$ cat config.mk
export PLATFORM = sky130hd
export DESIGN_NAME = fpnew_slice_share_arb
export DESIGN_NICKNAME = d
export VERILOG_FILES = /design/src/rtl/fpnew_slice_share_arb.sv
export SDC_FILE = /design/constraint.sdc
export NUM_CORES = 1
export LEC_CHECK = 0
export ABC_AREA = 0
export BUFFER_PORTS_ARGS = -buffer_cell sky130_fd_sc_hd__buf_2
export CAP_MARGIN = 5
export CORE_MARGIN = 2
export CORE_UTILIZATION = 55
export CTS_CLUSTER_SIZE = 12
export DETAILED_ROUTE_END_ITERATION = 12
export PLACE_DENSITY_LB_ADDON = 0.1
export SETUP_SLACK_MARGIN = 0.1
export SLEW_MARGIN = 20
export SYNTH_ARGS = -nofsm -noshare
export SYNTH_HDL_FRONTEND = slang
export SYNTH_SLANG_ARGS = --single-unit
$ cat constraint.sdc
create_clock -name clk_i -period 7.1 [get_ports clk_i]
set_clock_uncertainty 0.1 [all_clocks]
set_input_delay 1.775 -clock clk_i [delete_from_list [all_inputs] [get_ports clk_i]]
set_output_delay 1.775 -clock clk_i [all_outputs]
set_load 0.01 [all_outputs]
$ cat src/rtl/fpnew_slice_share_arb.sv
// Round-robin sharing of one operation-group format slice between NumPorts requesters.
// Issue order is kept in an ID FIFO so results are routed back to the issuing port.
module fpnew_slice_share_arb #(
    parameter int unsigned NumPorts       = 2,
    parameter int unsigned MaxOutstanding = 4,
    parameter type         ReqType        = logic,
    parameter type         RspType        = logic
) (
    input  logic                  clk_i,
    input  logic                  rst_ni,
    input  logic [NumPorts-1:0]   req_valid_i,
    output logic [NumPorts-1:0]   req_ready_o,
    input  ReqType [NumPorts-1:0] req_i,
    output logic                  slice_valid_o,
    input  logic                  slice_ready_i,
    output ReqType                slice_req_o,
    input  logic                  slice_out_valid_i,
    output logic                  slice_out_ready_o,
    input  RspType                slice_rsp_i,
    output logic [NumPorts-1:0]   rsp_valid_o,
    input  logic [NumPorts-1:0]   rsp_ready_i,
    output RspType                rsp_o,
    input  logic                  flush_i,
    output logic                  slice_flush_o,
    input  logic                  slice_busy_i,
    output logic                  busy_o
);

    localparam int unsigned IdxWidth = (NumPorts > 1) ? $clog2(NumPorts) : 1;
    localparam int unsigned CntWidth = $clog2(MaxOutstanding + 1);
    localparam int unsigned PtrWidth = (MaxOutstanding > 1) ? $clog2(MaxOutstanding) : 1;

    logic [IdxWidth-1:0] rr_ptr, lock_idx_q, gnt_idx, head_idx, scan_idx, rr_next;
    logic                lock_q, gnt_valid, full, empty, issue, pop;
    logic [CntWidth-1:0] cnt;
    logic [PtrWidth-1:0] wr_ptr, rd_ptr;
    logic [IdxWidth-1:0] id_fifo [MaxOutstanding];

    function automatic logic [PtrWidth-1:0] ptr_inc(input logic [PtrWidth-1:0] p);
        return (p == PtrWidth'(MaxOutstanding - 1)) ? '0 : p + 1'b1;
    endfunction

    // Scan from the highest offset down so the port nearest rr_ptr wins.
    always_comb begin
        gnt_valid = 1'b0;
        gnt_idx   = rr_ptr;
        scan_idx  = '0;
        if (lock_q) begin
            gnt_valid = req_valid_i[lock_idx_q];
            gnt_idx   = lock_idx_q;
        end else begin
            for (int k = int'(NumPorts) - 1; k >= 0; k--) begin
                scan_idx = IdxWidth'((int'(rr_ptr) + k) % int'(NumPorts));
                if (req_valid_i[scan_idx]) begin
                    gnt_valid = 1'b1;
                    gnt_idx   = scan_idx;
                end
            end
        end
    end

    assign rr_next = (gnt_idx == IdxWidth'(NumPorts - 1)) ? '0 : gnt_idx + 1'b1;

    assign full          = (cnt == CntWidth'(MaxOutstanding));
    assign empty         = (cnt == '0);
    assign slice_valid_o = gnt_valid & ~full & ~flush_i;
    assign issue         = slice_valid_o & slice_ready_i;
    assign slice_req_o   = req_i[gnt_idx];

    always_comb begin
        req_ready_o = '0;
        if (gnt_valid && slice_ready_i && !full && !flush_i) req_ready_o[gnt_idx] = 1'b1;
    end

    assign head_idx          = id_fifo[rd_ptr];
    assign slice_out_ready_o = rsp_ready_i[head_idx] & ~empty & ~flush_i;
    assign pop               = slice_out_valid_i & slice_out_ready_o;
    assign rsp_o             = slice_rsp_i;
    assign slice_flush_o     = flush_i;
    assign busy_o            = slice_busy_i | (cnt != '0) | lock_q;

    always_comb begin
        rsp_valid_o = '0;
        if (slice_out_valid_i && !empty && !flush_i) rsp_valid_o[head_idx] = 1'b1;
    end

    always_ff @(posedge clk_i or negedge rst_ni) begin
        if (!rst_ni) begin
            rr_ptr     <= '0;
            lock_q     <= 1'b0;
            lock_idx_q <= '0;
            cnt        <= '0;
            wr_ptr     <= '0;
            rd_ptr     <= '0;
        end else if (flush_i) begin
            lock_q <= 1'b0;
            cnt    <= '0;
            wr_ptr <= '0;
            rd_ptr <= '0;
        end else begin
            if (issue) begin
                rr_ptr <= rr_next;
                wr_ptr <= ptr_inc(wr_ptr);
            end
            if (pop) rd_ptr <= ptr_inc(rd_ptr);
            if (issue && !pop) cnt <= cnt + 1'b1;
            else if (pop && !issue) cnt <= cnt - 1'b1;
            // A stalled offer pins the grant so the slice sees a stable payload.
            if (issue) begin
                lock_q <= 1'b0;
            end else if (slice_valid_o) begin
                lock_q     <= 1'b1;
                lock_idx_q <= gnt_idx;
            end
        end
    end

    always_ff @(posedge clk_i) begin
        if (issue) id_fifo[wr_ptr] <= gnt_idx;
    end

    // A slice result with no outstanding issue means the slice broke protocol.
    rsp_without_issue: assert property (@(posedge clk_i) disable iff (!rst_ni)
        !(slice_out_valid_i && empty && !flush_i));

endmodule

# == Word level (Yosys, flattened, before mapping) ==
# Memory sizes are Yosys's and may differ from the RTL's.
# Index checks and enable logic that the tools add are counted.
# classes
n_addsub,6
n_mul,0
div,0
magnitude_cmp,7
eq_ne,3
shift,0
mux,37
bitwise_logic,12
reduce_logical,22
# ops
operator,n
1-bit two-way mux,24
2-bit two-way mux,8
1-bit by 2-bit < comparator with 1-bit output (second input constant),5
1-bit logical AND,9
3-bit two-way mux,3
3-bit nonzero test,3
1-bit AND,6
1-bit logical NOT,5
2-bit by 1-bit adder with 2-bit output (second input constant),2
2-bit == test (second input constant),2
1-bit NOT,4
2-bit nonzero test,2
3-bit by 1-bit adder with 3-bit output (second input constant),1
3-bit == test (second input constant),1
3-bit logical NOT,1
3-bit AND reduction,1
3-bit by 1-bit subtractor with 3-bit output (second input constant),1
1-bit adder (second input constant),2
1-bit demux with 1-bit select,2
1-bit >= comparator (second input constant),2
1-bit OR,2
2-bit AND reduction,1
# totals
register_bits,10
latch_bits,0
ram_bits,4
romBits,0
in_bits,13
output_inout_bits,10
elab_cells,94
mem_count,1
# mem_list
name,words,width,read_ports,rd_clocked_by_memory_dff,wr,line_no,rtl
id_fifo,4,1,1,0,1,37,logic [IdxWidth-1:0] id_fifo [MaxOutstanding];

# == Logic depth before layout (Yosys ltp) ==
# depth
depth_word,14
mapped_depth,7

# == Least setup slack after synthesis ==
# No wires, ideal clock.
# synth_path
path_type,in2out
start,input req_valid_i[0]
end,output slice_req_o
t_arrival_ns,2.794
slack_ns,2.431
stages,3
path_buffers,0
path_cell_list,a21boi_0 -> o31ai_1 -> mux2_2
# synth_via
elab_chain_len,7
elab_cells_between_ends,9
cone_classes,mux: 9
# synth_rtl
element,line_no,rtl
start: declaration,11,"input logic [NumPorts-1:0] req_valid_i,"
1-bit two-way mux (implied by the code) (2 in series),54,if (req_valid_i[scan_idx]) begin
1-bit two-way mux,54,
1-bit two-way mux (*),54,
1-bit two-way mux (*),48,if (lock_q) begin
net gnt_idx,33,"logic [IdxWidth-1:0] rr_ptr, lock_idx_q, gnt_idx, head_idx, scan_idx, rr_next;"
1-bit two-way mux (implied by the code) (*) (2 in series),68,assign slice_req_o = req_i[gnt_idx];
end: declaration,16,"output ReqType slice_req_o,"
# Mark *: on every way through the listed nets, which the timed path passes. The rest lies on a longest branch. The select of a mux whose other input is x is not followed.

# == Worst setup path after layout ==
# layout_path
start,input req_valid_i[1]
end,output slice_req_o
# Same word-level chain as after synthesis.

==> run_results.csv <==
group,metric,value,unit
status,status,"finished clean",
worst_hold_path,hold_class,"register to register",
setup_path,path_depth,5,
timing,relSlewSlack,47.1,%
setup_path,cp_num_buf_inv,2,
floorplanning,die_h,45.2,um
finish,multiInputGateArea,518,um2
finish,nets,125,
setup_path,timing.rr.end,"cnt[2]$_DFFE_PN0P_",
logic_synthesis,synth_ff_type,"dfrtp_1",
global_route,antenna_found_initial,0,
setup_path,timing.rr.start,"rd_ptr[0]$_DFFE_PN0P_",
finish,drive_gt1_share,38.1,%
setup_path,worst-setup-path-type,"primary input to primary output",
finish,fillers,134,
global_route,grt_pass1_wl,2.78,mm
logic_synthesis,async_flop_share,71.4,%
placed_design,dpl.cell_count,117,
logic_synthesis,synth_top_cell_by_area,"dfrtp_1",
detailed_routing,viasPerCell,5.69,
logic_synthesis,ys_types,37,
clocking,clockRootBuffer,"clkbuf_4",
setup_path,cp.required,5.22,ns
logic_synthesis,synth_area_leaders,"dfrtp_1, edfxtp_1, ha_1",
detailed_routing,wl_per_cell,14.4,um
floorplanning,die_x,45.2,um
floorplanning,num_io_pins,23,
clocking,tritoncts,"built",
timing,fin_hold_ws,0.425,ns
clocking,cts_resized,0,
detailed_routing,drt_pass1_iterations,4,
logic_synthesis,synth_edf_count,4,
setup_path,path_common_cell,"buf_2",
detailed_routing,first_iter_violations,15,
placed_design,place_area,1020,um2
global_route,grt_pass1_vias,639,
timing,setup_tns,0,ns
global_route,grt_max_degree,16,
timing,setup_violations,0,
setup_path,worstSetupEndpoint,"slice_req_o",
detailed_routing,postRouteAntennaNets,0,
clocking,cts_hold_buf,0,
finish,diodes,0,
clocking,cts_made_buffers,3,
power,power.density,290,nW/um2
detailed_routing,vias,689,
setup_path,critPathTopFamily,"compound AO/OA/AOI/OAI gates",
logic_synthesis,synth_nets,103,
clocking,worst_skew_pair.late_latency,0.28,ns
timing,rsz0062_at_grt,"no",
logic_synthesis,netlist_instances,84,
timing,period_needed,5.08,ns
placed_design,port_buffers,20,
logic_synthesis,yosysSeqAreaShare,39.7,%
clocking,path_clk_slew,0.08,ns
logic_synthesis,synth_seq_cells,14,
clocking,cts_setup_buffers,0,
floorplanning,initial_core_util,60.5,%
timing,maxSlewViolCount,0,
finish,stdcell_count,121,
clocking,htree_levels,1,
logic_synthesis,yosysMostFrequentCell,"dfrtp_1",
logic_synthesis,yosysTopAreaCellShare,26.8,%
finish,register_area,370,um2
finish,final_util,68.1,%
placed_design,post-dp-hpwl,1.30,mm
placed_design,place_congestion,0.775,
setup_path,crit_fanout,8,
floorplanning,core,1540,um2
timing,max_freq,197,MHz
setup_path,arrival,3.20,ns
logic_synthesis,synth_area,932,um2
finish,design_area,1050,um2
run,maxCapViolCount,0,
timing,worst_pin_slew,0.787,ns
floorplanning,row_count,14,
setup_path,reg2reg_slack,4.54,ns
logic_synthesis,yosys_warnings,0,
timing,timing.final.crit_share,71.5,%
detailed_routing,totalWireLength,1.74,mm
setup_path,cp-end-kind,"primary output",
clocking,clock_sinks,14,
global_route,grt.overflow.total,0,
setup_path,max_stage_delay,0.65,ns
detailed_routing,drc,0,
power,p_leak,0.481,nW
power,ir_worst_vdd,0.156,mV
setup_path,rr_worst_depth,7,
timing,hold_viol_final,0,
setup_path,start_kind,"primary input",
global_route,grt_usage,19.1,%
setup_path,worstPathCellList,"buf_2, a21boi_0, o31ai_1, mux2_2, buf_2",
clocking,clockBufferDepth,2,
finish,area_delta_synth_final,12.6,%
logic_synthesis,syn_area_per_cell,11.1,um2
setup_path,slowest_stage,"o31ai_1",
logic_synthesis,yosys-top-cells-count,"dfrtp_1, nor2_1, ha_1, nand2_1",
setup_path,startpoint,"req_valid_i[1]",
floorplanning,dieArea,2040,um2
==> state kept, by name, summed over array words and instances (netlist names) <==
name and flops:
cnt 3, id_fifo 4, lock_idx_q 1, lock_q 1, rd_ptr 2, rr_ptr 1
wr_ptr 2
==> cell type report <==
cell class,instances,area share (%)
repair buffers,20,9.54
flip-flops and latches,14,35.3
clock inverters,1,0.358
inverters,4,1.43
well taps,16,1.91
multi-input cells,63,49.3
clock buffers,3,2.15
==> worst register-to-register path: stages, from the launching register on <==
cell	delay [ns]
dfrtp_1	0.43
mux4_2	0.56
mux2_4	0.25
a21oi_4	0.06
fa_1	0.43
or2_2	0.31
a32oi_1	0.19
o22ai_1	0.10
==> layout by cell type, fill, tap and decap left out, drive strengths merged, types with 2 or more instances in the layout <==
cell	n
a21boi	2
and2	6
and2b	2
buf	20
clkbuf	3
dfrtp	10
edfxtp	4
ha	5
inv	4
mux2	5
mux2i	2
nand2	5
nor2	6
nor2b	3
nor3	4
o2111ai	2
o31ai	4
or2b	2
or3b	2
==> cells by family (layout without fill, tap and decap cells) <==
| group | count (synthesis) | count (layout) | share of synthesized area (%) |
|---|---|---|---|
| and+or+nand+nor | 36 | 36 | 23.4 |
| adders and majority gates | 6 | 6 | 8.86 |
| muxes | 8 | 8 | 11.0 |
| AOI/OAI and AO/OA | 13 | 13 | 12.4 |
| buffers and inverters | 7 | 28 | 4.70 |
| DFF | 14 | 14 | 39.7 |
==> metal layers <==
metal  vias up  GRT usage (%)  part of all wire (%)
met2        19           30.0                    47
met4         0           10.0                  0.69
met1       327           25.4                    47
li1        341              -                     -
met5         -              0                     0
met3         2           2.80                   5.3
==> through the flow <==
stage	power (mW)	worst slack, ns
after global placement	0.255	2.05
after detailed placement	0.260	1.99
after floorplan	0.226	2.43
final	0.305	2.02
after global routing	0.330	1.93
after CTS	0.307	2.01
==> how the worst min path moves through the flow <==
stage                       startpoint            endpoint  slack (ns)  cells after the start
finish              cnt[0]$_DFFE_PN0P_  cnt[0]$_DFFE_PN0P_        0.43                      1
global route        cnt[0]$_DFFE_PN0P_  cnt[0]$_DFFE_PN0P_        0.47                      1
CTS                 rr_ptr$_DFFE_PN0P_  rr_ptr$_DFFE_PN0P_        0.43                      1
detailed placement  rr_ptr$_DFFE_PN0P_  rr_ptr$_DFFE_PN0P_        0.41                      1
global placement    rr_ptr$_DFFE_PN0P_  rr_ptr$_DFFE_PN0P_        0.40                      1
floorplan           rr_ptr$_DFFE_PN0P_  rr_ptr$_DFFE_PN0P_        0.37                      1
==> where the power goes <==
part | internal (mW) | switching [mW]
clock | 0.0204 | 0.0265
sequential | 0.106 | 0.0200
combinational | 0.0639 | 0.0679
total | 0.190 | 0.114
No activity file was read; power rests on OpenSTA's default activity.
